File: config.mk
export PLATFORM = sky130hd
export DESIGN_NAME = ghash_sequencer
export DESIGN_NICKNAME = d
export VERILOG_FILES = /design/src/rtl/gcm_pkg.sv /design/src/rtl/ghash_sequencer.sv
export SDC_FILE = /design/constraint.sdc
export NUM_CORES = 1
export LEC_CHECK = 0
export ABC_AREA = 1
export BUFFER_PORTS_ARGS = -buffer_cell sky130_fd_sc_hd__buf_2
export CORE_AREA = 3 3 401 403
export CTS_BUF_LIST = sky130_fd_sc_hd__clkbuf_8
export DETAILED_ROUTE_END_ITERATION = 8
export DIE_AREA = 0 0 404 406
export GPL_ROUTABILITY_DRIVEN = 1
export PLACE_DENSITY_LB_ADDON = 0.08
export SLEW_MARGIN = 0
export SYNTH_ARGS = -nofsm -noshare
export SYNTH_HDL_FRONTEND = slang
export SYNTH_SLANG_ARGS = --single-unit
File: constraint.sdc
create_clock -name clk -period 3.04 [get_ports clk]
set_clock_uncertainty 0.2 [all_clocks]
set_input_delay 0.304 -clock clk [delete_from_list [all_inputs] [get_ports clk]]
set_output_delay 0.304 -clock clk [all_outputs]
set_load 0.005 [all_outputs]
File: src/rtl/gcm_pkg.sv
// Shared GCM definitions: block type, GHASH sequencer states, constants and
// the bit-serial GF(2^128) product used as the reference multiplier model.
package gcm_pkg;

  localparam int BLK_W = 128;

  typedef logic [0:BLK_W-1] block_t;

  typedef enum logic [2:0] {
    IDLE,
    ACCEPT,
    WAIT,
    LEN,
    DONE
  } ghash_state_t;

  localparam block_t ZERO_BLK = '0;

  // Reduction constant 11100001 || 0^120 (bit 0 is the leftmost bit).
  localparam block_t R_POLY = 128'he1000000_00000000_00000000_00000000;

  // GF(2^128) product in GCM bit order: bit 0 of each operand is the
  // coefficient of x^0, so "shift right" moves toward higher indices.
  function automatic block_t fn_product(input block_t x, input block_t y);
    block_t z;
    block_t v;
    z = ZERO_BLK;
    v = y;
    for (int i = 0; i < BLK_W; i++) begin
      if (x[i]) z = z ^ v;
      if (v[BLK_W-1]) v = (v >> 1) ^ R_POLY;
      else            v = v >> 1;
    end
    return z;
  endfunction

endpackage

File: src/rtl/ghash_sequencer.sv
// GHASH sequencer: feeds X, block and H to the external multiplier stage and
// folds each product back into X, X_i = (X_{i-1} ^ B_i) * H.
// Build option: GHASH_LEN_BLOCK_EN appends {aad_bits,ct_bits} after blk_last.
//
// state  | meaning
// IDLE   | waiting for start; s_out holds the last result
// ACCEPT | blk_ready high; a handshake issues X/block/H to the multiplier
// WAIT   | multiplier latency; product appears in the following state
// LEN    | issue the length block (GHASH_LEN_BLOCK_EN builds only)
// DONE   | last product captured into s_out; done pulses next cycle
//
// The multiplier registers our registered operands one edge after issue, so
// its product is only readable in the cycle after WAIT ends. Rather than
// spending a further WAIT cycle to register it, the successor state reads
// mul_o directly (x_cur) and writes it into X. The operands stay put while the
// successor state lasts, so mul_o keeps the same value for its whole span.
module ghash_sequencer
  import gcm_pkg::*;
#(
  parameter int MUL_LAT = 1,
  parameter int LEN_W   = 64
) (
  input  logic             clk,
  input  logic             rst,
  input  logic             start,
  input  block_t           h_in,
  input  logic [0:LEN_W-1] aad_bits,
  input  logic [0:LEN_W-1] ct_bits,
  input  logic             blk_valid,
  output logic             blk_ready,
  input  block_t           blk_data,
  input  logic             blk_last,
  output block_t           mul_a,
  output block_t           mul_b,
  output block_t           mul_h,
  input  block_t           mul_o,
  output logic             busy,
  output logic             done,
  output block_t           s_out
);

  localparam int CNT_W = (MUL_LAT < 2) ? 1 : $clog2(MUL_LAT + 1);

  ghash_state_t     state_q, state_d;
  block_t           x_q, x_d;
  block_t           h_q, h_d;
  block_t           mul_a_q, mul_a_d;
  block_t           mul_b_q, mul_b_d;
  block_t           mul_h_q, mul_h_d;
  block_t           s_out_q, s_out_d;
  logic [CNT_W-1:0] cnt_q, cnt_d;
  logic             last_q, last_d;
  logic             pend_q, pend_d;
  logic             busy_q, busy_d;
  logic             done_q, done_d;
  block_t           x_cur;

`ifdef GHASH_LEN_BLOCK_EN
  logic [0:LEN_W-1]   aad_q, aad_d;
  logic [0:LEN_W-1]   ct_q, ct_d;
  logic               len_q, len_d;
  logic [0:2*LEN_W-1] len_cat;

  assign len_cat = {aad_q, ct_q};
`else
  // Length fields are the caller's job in this build; the ports stay for
  // pin compatibility only.
  logic unused_len;
  assign unused_len = ^{aad_bits, ct_bits};
`endif

  // Running hash as seen this cycle: a product left pending by WAIT wins.
  assign x_cur = pend_q ? mul_o : x_q;

  // Next-state, operand issue and hash update.
  always_comb begin
    state_d = state_q;
    x_d     = x_q;
    h_d     = h_q;
    mul_a_d = mul_a_q;
    mul_b_d = mul_b_q;
    mul_h_d = mul_h_q;
    s_out_d = s_out_q;
    cnt_d   = cnt_q;
    last_d  = last_q;
    pend_d  = pend_q;
    busy_d  = busy_q;
    done_d  = 1'b0;
`ifdef GHASH_LEN_BLOCK_EN
    aad_d   = aad_q;
    ct_d    = ct_q;
    len_d   = len_q;
`endif
    unique case (state_q)
      IDLE: begin
        if (start) begin
          state_d = ACCEPT;
          x_d     = ZERO_BLK;
          h_d     = h_in;
          last_d  = 1'b0;
          pend_d  = 1'b0;
          busy_d  = 1'b1;
`ifdef GHASH_LEN_BLOCK_EN
          aad_d   = aad_bits;
          ct_d    = ct_bits;
          len_d   = 1'b0;
`endif
        end
      end
      ACCEPT: begin
        x_d    = x_cur;
        pend_d = 1'b0;
        if (blk_valid) begin
          mul_a_d = x_cur;
          mul_b_d = blk_data;
          mul_h_d = h_q;
          last_d  = blk_last;
          cnt_d   = CNT_W'(MUL_LAT);
          state_d = WAIT;
        end
      end
      WAIT: begin
        cnt_d = cnt_q - CNT_W'(1);
        if (cnt_q == CNT_W'(1)) begin
          pend_d = 1'b1;
`ifdef GHASH_LEN_BLOCK_EN
          if (len_q)       state_d = DONE;
          else if (last_q) state_d = LEN;
          else             state_d = ACCEPT;
`else
          if (last_q) state_d = DONE;
          else        state_d = ACCEPT;
`endif
        end
      end
`ifdef GHASH_LEN_BLOCK_EN
      LEN: begin
        x_d     = x_cur;
        pend_d  = 1'b0;
        mul_a_d = x_cur;
        mul_b_d = block_t'(len_cat);
        mul_h_d = h_q;
        len_d   = 1'b1;
        cnt_d   = CNT_W'(MUL_LAT);
        state_d = WAIT;
      end
`endif
      DONE: begin
        x_d     = x_cur;
        pend_d  = 1'b0;
        s_out_d = x_cur;
        done_d  = 1'b1;
        busy_d  = 1'b0;
        state_d = IDLE;
      end
      default: begin
        state_d = IDLE;
      end
    endcase
  end

  // State and datapath registers with synchronous reset.
  always_ff @(posedge clk) begin
    if (rst) begin
      state_q <= IDLE;
      x_q     <= ZERO_BLK;
      h_q     <= ZERO_BLK;
      mul_a_q <= ZERO_BLK;
      mul_b_q <= ZERO_BLK;
      mul_h_q <= ZERO_BLK;
      s_out_q <= ZERO_BLK;
      cnt_q   <= '0;
      last_q  <= 1'b0;
      pend_q  <= 1'b0;
      busy_q  <= 1'b0;
      done_q  <= 1'b0;
`ifdef GHASH_LEN_BLOCK_EN
      aad_q   <= '0;
      ct_q    <= '0;
      len_q   <= 1'b0;
`endif
    end else begin
      state_q <= state_d;
      x_q     <= x_d;
      h_q     <= h_d;
      mul_a_q <= mul_a_d;
      mul_b_q <= mul_b_d;
      mul_h_q <= mul_h_d;
      s_out_q <= s_out_d;
      cnt_q   <= cnt_d;
      last_q  <= last_d;
      pend_q  <= pend_d;
      busy_q  <= busy_d;
      done_q  <= done_d;
`ifdef GHASH_LEN_BLOCK_EN
      aad_q   <= aad_d;
      ct_q    <= ct_d;
      len_q   <= len_d;
`endif
    end
  end

  assign blk_ready = (state_q == ACCEPT);
  assign mul_a     = mul_a_q;
  assign mul_b     = mul_b_q;
  assign mul_h     = mul_h_q;
  assign busy      = busy_q;
  assign done      = done_q;
  assign s_out     = s_out_q;

endmodule

==> results of run 1 <==
[registers in the layout, indices dropped and copies added (netlist names)]
register  flops
mul_b       128
h_q         128
cnt_q         1
busy          1
x_q         128
mul_a       128
last_q        1
state_q       3
done          1
s_out       128
pend_q        1
mul_h       128
[power breakdown]
group | internal [W] | switching, W
Combinational | 0.00142 | 0.00189
Sequential | 0.0105 | 0.000186
Clock | 0.00550 | 0.00501
[layer usage]
metal	part of all wire [%]	wire length, um
met3	8.1	11500
met1	44	62900
met5	0.083	118
met2	45	64200
met4	2.2	3160
[metrics by stage]
step           util [%]  cell area (sq um)  instances
2_1_floorplan         -              29400       3836
3_3_place_gp       22.8              35900       6575
3_5_place_dp       22.8              35900       6575
4_1_cts            28.9              45600       7512
5_1_grt            28.9              45700       7522
6_report           28.9              45700       7530
[path summary, 6_finish.rpt]
| kind | from | end | slack (ps) | depth (start not counted) |
|---|---|---|---|---|
| worst min-delay path | blk_data[80] | mul_b[80]$_SDFFE_PP0P_ | 140 | 4 |
| worst min register to register | h_q[19]$_SDFFE_PP0P_ | h_q[19]$_SDFFE_PP0P_ | 240 | 2 |
| worst max-delay path | state_q[2]$_SDFFE_PP0P_ | h_q[17]$_SDFFE_PP0P_ | 220 | 6 |
| worst max register to register | state_q[2]$_SDFFE_PP0P_ | h_q[17]$_SDFFE_PP0P_ | 220 | 6 |
[worst max-delay path: stages (launching register included)]
cell,delay [ps]
dfxtp_1,420
nor2_4,250
nand3_4,340
o21ai_0,270
dlygate4sd3_1,570
a21oi_1,50
dlygate4sd3_1,580
[cells in the final DEF (no fill, tap or decap), types with 3 or more instances in the layout]
cell,synthesis,final
nand2_1,1031,1030
buf_2,98,901
dfxtp_1,776,775
a21oi_1,772,772
dlygate4sd3_1,0,675
nand3_1,391,390
inv_1,264,321
o21ai_0,254,254
clkbuf_8,0,185
buf_4,41,58
buf_12,0,33
diode_2,0,18
nor2_1,8,8
clkinv_2,0,5
clkinv_8,0,4
inv_12,0,3
inv_6,0,3
clkinvlp_4,0,3
[area by class of cell]
| type | instances | area [sq um] | area share (%) |
|---|---|---|---|
| well taps | 2072 | 2590 | 5.67 |
| multi-input cells | 2468 | 11100 | 24.4 |
| diodes | 18 | 45.0 | 0.0986 |
| repair buffers | 1670 | 12400 | 27.1 |
| inverters | 265 | 1010 | 2.22 |
| flip-flops and latches | 776 | 15500 | 34.0 |
| clock buffers | 185 | 2550 | 5.57 |
| clock inverters | 75 | 393 | 0.860 |
| repair inverters | 1 | 8.76 | 0.0192 |
[repair_timing]
item / in CTS / in global routing
hold buffers: 675 / 0
setup endpoints to repair: 1 / 10
setup buffers: 1 / 0
endpoints found under the hold margin: 774 / 0
gates resized for setup: 1 / 2
cloned: 1 / 0
[cells in the mapped netlist]
cell,instances
nand2_1,1031
dfxtp_1,776
a21oi_1,772
nand3_1,391
inv_1,264
o21ai_0,254
clkbuf_1,150
buf_2,98
buf_4,41
buf_6,37
nor2_1,8
nand2_2,3
nand3_2,2
nor2_4,2
o21ai_1,2
a21boi_0,1
buf_1,1
inv_2,1
nand3b_1,1
nand4_1,1
[cell families after synthesis]
logic type / Yosys count / synth area share [%]
flip-flops: 776 / 52.8
buffers and inverters: 592 / 9.44
AO/OA/AOI/OAI: 1029 / 17.5
AND/OR/NAND/NOR: 1439 / 20.2
==> results.md, run 1 <==
* GP Congestion at between 0.7 and 0.8
* CTS Buf Count at approximately 160
* Layout cells sized above 1 at 22.2%
* Global routing's busiest layer: met2
* Final wirelength at between 100000 and 150000 um
* Synth warn at 0
* GRT Total Usage at 16.5%
* Setup_tns at 0 ps
* Synth top area share at between 50% and 60%
* Global-route wire length before repair at just over 200000 um
* HP Class: input pin to flop
* Die X at roughly 400 um
* M1 GR Usage at between 20% and 30%
* Critical Path RT at between 3000 and 4000 ps
* Worst-case clock buffer depth at 3
* Syn Std Cell Area at about 30000 sq um
* Synth area leaders: dfxtp_1 53%, nand2_1 13%, a21oi_1 13%
* Syn nets at roughly 4400
* Minimum clock period at 2820 ps
* Status: finished, final reports clean
* Routed vias/inst at around 4.1
* Number of buffers added on ports at between 900 and 1000
* Pwr dens at about 540 nW/um^2
* Tightest Pin Transition at 931 ps
* Drt wl/cell at between 15 and 20 um
* Post-Synthesis Cells at between 3000 and 4000
* Period utilization at between 90 and 100%
* Met3 global-route usage at about 6.4%
* Final setup margin at around 220 ps
* Cell variety after synth at 20
* Ports at 1032
* Peak supply drop at roughly 0.00033 V
* RSZ-0062 raised after global routing: false
* Slew HR at a little under two fifths
* Hold Vio Cnt, Final at 0
* Total Power at 0.0246 W
* WHS at 141 ps
* Critical path arrival at about 3300 ps
* Clk sinks at around 780
* DP Wirelength at around 94000 um
* Initial antenna violation count at 27
* Synth Area per Inst at roughly 7.7 sq um
* Core Area at roughly 160000 sq um
* Clk slew on worst S/H paths at around 50 ps
* Fin. max-slew vios at 0
* Initial core utilization at 18.6%
* Total global routing overflow at 0
* CTS tree: done
* Layout area overhead at 55.4%
* Residual DRC count at 0
* Largest net degree at the start of global routing at between 100 and 150
* Post-Place Worst Slack at a little under 800 ps
* Setup Crit Path Kind: flop to flop
* Synth Register Bits at a little under 800
* GR Util met2 at a little over a quarter
* Maximum level of the CTS H-tree at 4
* Die ar. at 164000 sq um
* Worst-Skew Late Latency at 850 ps
* Nets at a little under 6000
* Lkg Pwr at ~18 nW
* Post-synthesis sequential area ratio at ~53%
* Routed vias at about 31000
* Dominant cell type by area after synthesis: dfxtp_1
* Worst-path maximum fanout at 32
* Antenna Nets Post-Route at 0
* Fillers at ~18000
* Setup-failing EPs final at 0
* Vias in the first global route at 30818
* Drt pass-1 iters at 5
* CTS Root Cell: clkbuf_8
* Setup crit start kind: flop
* Max Freq at around 0.35 GHz
* Iter 0 DRT Violations at 1601
* Max-cap violations at 0
* Worst setup EP type: flop
* Die Ht at about 410 um
* Row count at between 100 and 150
Power figures use the tool's default switching activity.
==> run 2: changes to the inputs <==
==> constraint.sdc (replaced) <==
create_clock -name clk -period 3.04 [get_ports clk]
set_clock_uncertainty 0.2 [all_clocks]
set_input_delay 0.304 -clock clk [delete_from_list [all_inputs] [get_ports clk]]
set_output_delay 0.304 -clock clk [all_outputs]
set_load 0.02 [all_outputs]
==> run 2 against run 1 <==
Global-route usage grew 0.28 points. Sequential cell count is the same. Die area unchanged. Total power rose by 1.6%. Fmax fell by 1.0%. Clock power about the same. Final cell count rose by 1.4%. Critical path type unchanged. Largest power group unchanged.
==> results.md, run 2 (same netlist as run 1, synthesis figures left out) <==
* Status: finished, final reports clean
* Setup Crit Path Kind: flop to flop
* Post-Place Worst Slack at approximately 760 ps
* Fillers at approximately 18000
* Worst-case clock buffer depth at 3
* P_int at around 0.018 W
* Setup-failing EPs final at 0
* CTS Buf Count at roughly 160
* Routed vias at 31531
* Total global routing overflow at 0
* # Post-CTS Setup Buffers at 0
* Setup crit start: state_q[2]$_SDFFE_PP0P_
* Core Area at approximately 160000 sq um
* Most common cell after layout, fill and taps aside: nand2_1
* CTS Root Cell: clkbuf_8
* Sequential power share at between 40% and 50%
* Peak supply drop at between 0.0003 and 0.0004 V
* Routed wl met3 at roughly 12000 um
* Die Ht at just over 400 um
* Max Freq at ~0.35 GHz
* Layout area overhead at 59.1%
* Worst-Skew Late Latency at slightly below 900 ps
* Setup crit start kind: flop
* Minimum clock period at about 2800 ps
* Largest net degree at the start of global routing at 127
* GRT Total Usage at between 15 and 20%
* Number of buffers added on ports at around 900
* CTS tree: done
* Die ar. at ~160000 sq um
* Hold Vio Cnt, Final at 0
* Clk pwr share at between 40% and 50%
* Die X at between 400 and 500 um
* Pwr dens at about 530 nW/um^2
* Critical Path RT at roughly 3600 ps
* Worst setup EP type: flop
* Tightest Pin Transition at ~940 ps
* Net Sw Frac at 29.1%
* Period utilization at a little over nine tenths
* Clk slew on worst S/H paths at around 60 ps
* Initial core utilization at between 10% and 20%
* Worst Hold Launch: h_in[13]
* DR top layer: met5
* Drt pass-1 iters at 5
* Layout cells sized above 1 at roughly 22%
* WL met2 at between 60000 and 70000 um
* Final setup margin at slightly below 200 ps
* Iter 0 DRT Violations at about 1500
* Maximum level of the CTS H-tree at 4
* DP Wirelength at 95000 um
* Routed vias/inst at roughly 4.1
* HP Class: input pin to flop
* Critical path arrival at between 3000 and 4000 ps
* Row count at approximately 150
* Vias in the first global route at between 30000 and 40000
* Ports at just over 1000
* Setup_tns at 0 ps
* Nets at between 5000 and 6000
* Lkg Pwr at 18.4 nW
* Fin. max-slew vios at 0
* Final wirelength at around 140000 um
* Sw Pwr at approximately 0.0073 W
* Total Power at around 0.025 W
* Antenna Nets Post-Route at 0
* Most frequent cells in the layout: 1030 x nand2_1, 901 x buf_2, 775 x dfxtp_1, 772 x a21oi_1, 771 x dlygate4sd3_1
* Clk sinks at between 700 and 800
* Worst-path maximum fanout at 48
* Metal1 wirelength at just over 60000 um
* Residual DRC count at 0
* Global-route wire length before repair at 209000 um
* Slew HR at a little under two fifths
* Logic pwr share at 14.5%
* RSZ-0062 raised after global routing: false
* Max-cap violations at 0
* Initial antenna violation count at 35
* Drt wl/cell at 18.7 um
* GP Congestion at ~0.76
* R2r startpoint: state_q[2]$_SDFFE_PP0P_
==> run 2: changes by cell type in the layout (fill, tap and decap cells not counted), moves of 2 or more <==
cell	before	now
dlygate4sd3_1	675	771
diode_2	18	26
buf_4	58	63
buf_12	33	37
clkinv_8	4	1
inv_6	3	6
inv_8	2	5
bufinv_16	0	2
clkbuf_8	185	183
clkinv_2	5	3
clkinvlp_4	3	1
==> run 2: power by group through the flow <==
stage / sequential (W) / clock (W) / combinational, W
CTS: 0.0107 / 0.0111 / 0.00370
floorplan: 0.0111 / 0 / 0.00136
detailed placement: 0.0109 / 0 / 0.00285
global placement: 0.0109 / 0 / 0.00286
finish: 0.0107 / 0.0106 / 0.00361
global route: 0.0108 / 0.0116 / 0.00396
==> run 2: repair_timing <==
item	CTS	global route
hold buffers	771	0
gates resized for setup	1	0
setup endpoints to repair	1	0
hold endpoints to repair	775	0
==> run 2: cell type report <==
cell class | count | area (sq um) | area share (%)
Multi-Input combinational cell | 2468 | 11100 | 23.8
Clock buffer | 183 | 2520 | 5.39
Sequential cell | 776 | 15500 | 33.2
Timing Repair Buffer | 1774 | 13500 | 28.8
Clock inverter | 75 | 428 | 0.915
Antenna cell | 26 | 65.1 | 0.139
Tap cell | 2072 | 2590 | 5.54
Inverter | 265 | 1010 | 2.17
==> run 2: metal layers <==
layer | up-vias | track usage, %
met5 | - | 0
met4 | 16 | 6.00
met3 | 261 | 6.81
met2 | 851 | 26.3
met1 | 14601 | 20.8
li1 | 15802 | -
==> run 2: worst paths after layout <==
check	slack [ps]	end	depth (start not counted)
max	190	mul_b[108]$_SDFFE_PP0P_	8
min	140	h_q[13]$_SDFFE_PP0P_	4
max reg2reg	190	mul_b[108]$_SDFFE_PP0P_	8
min reg2reg	230	state_q[2]$_SDFFE_PP0P_	2
==> run 2: metrics by stage <==
| step | instance area, sq um | instances | utilization [%] | hold WS, ps |
|---|---|---|---|---|
| global placement | 36000 | 6585 | 22.8 | 235 |
| CTS | 46700 | 7613 | 29.6 | 3.10 |
| detailed placement | 36000 | 6585 | 22.8 | 237 |
| floorplan | 29400 | 3836 | - | 223 |
| global route | 46700 | 7627 | 29.6 | 69.0 |
| finish | 46800 | 7639 | 29.6 | 137 |
==> run 2: critical path, cell delays in order, from the launching register on <==
cell and delay (ps):
dfxtp_1 420, nor2_4 210, nand2_2 200, inv_12 320
buf_12 270, buf_12 220, nand3_1 80, dlygate4sd3_1 600
a21oi_1 150
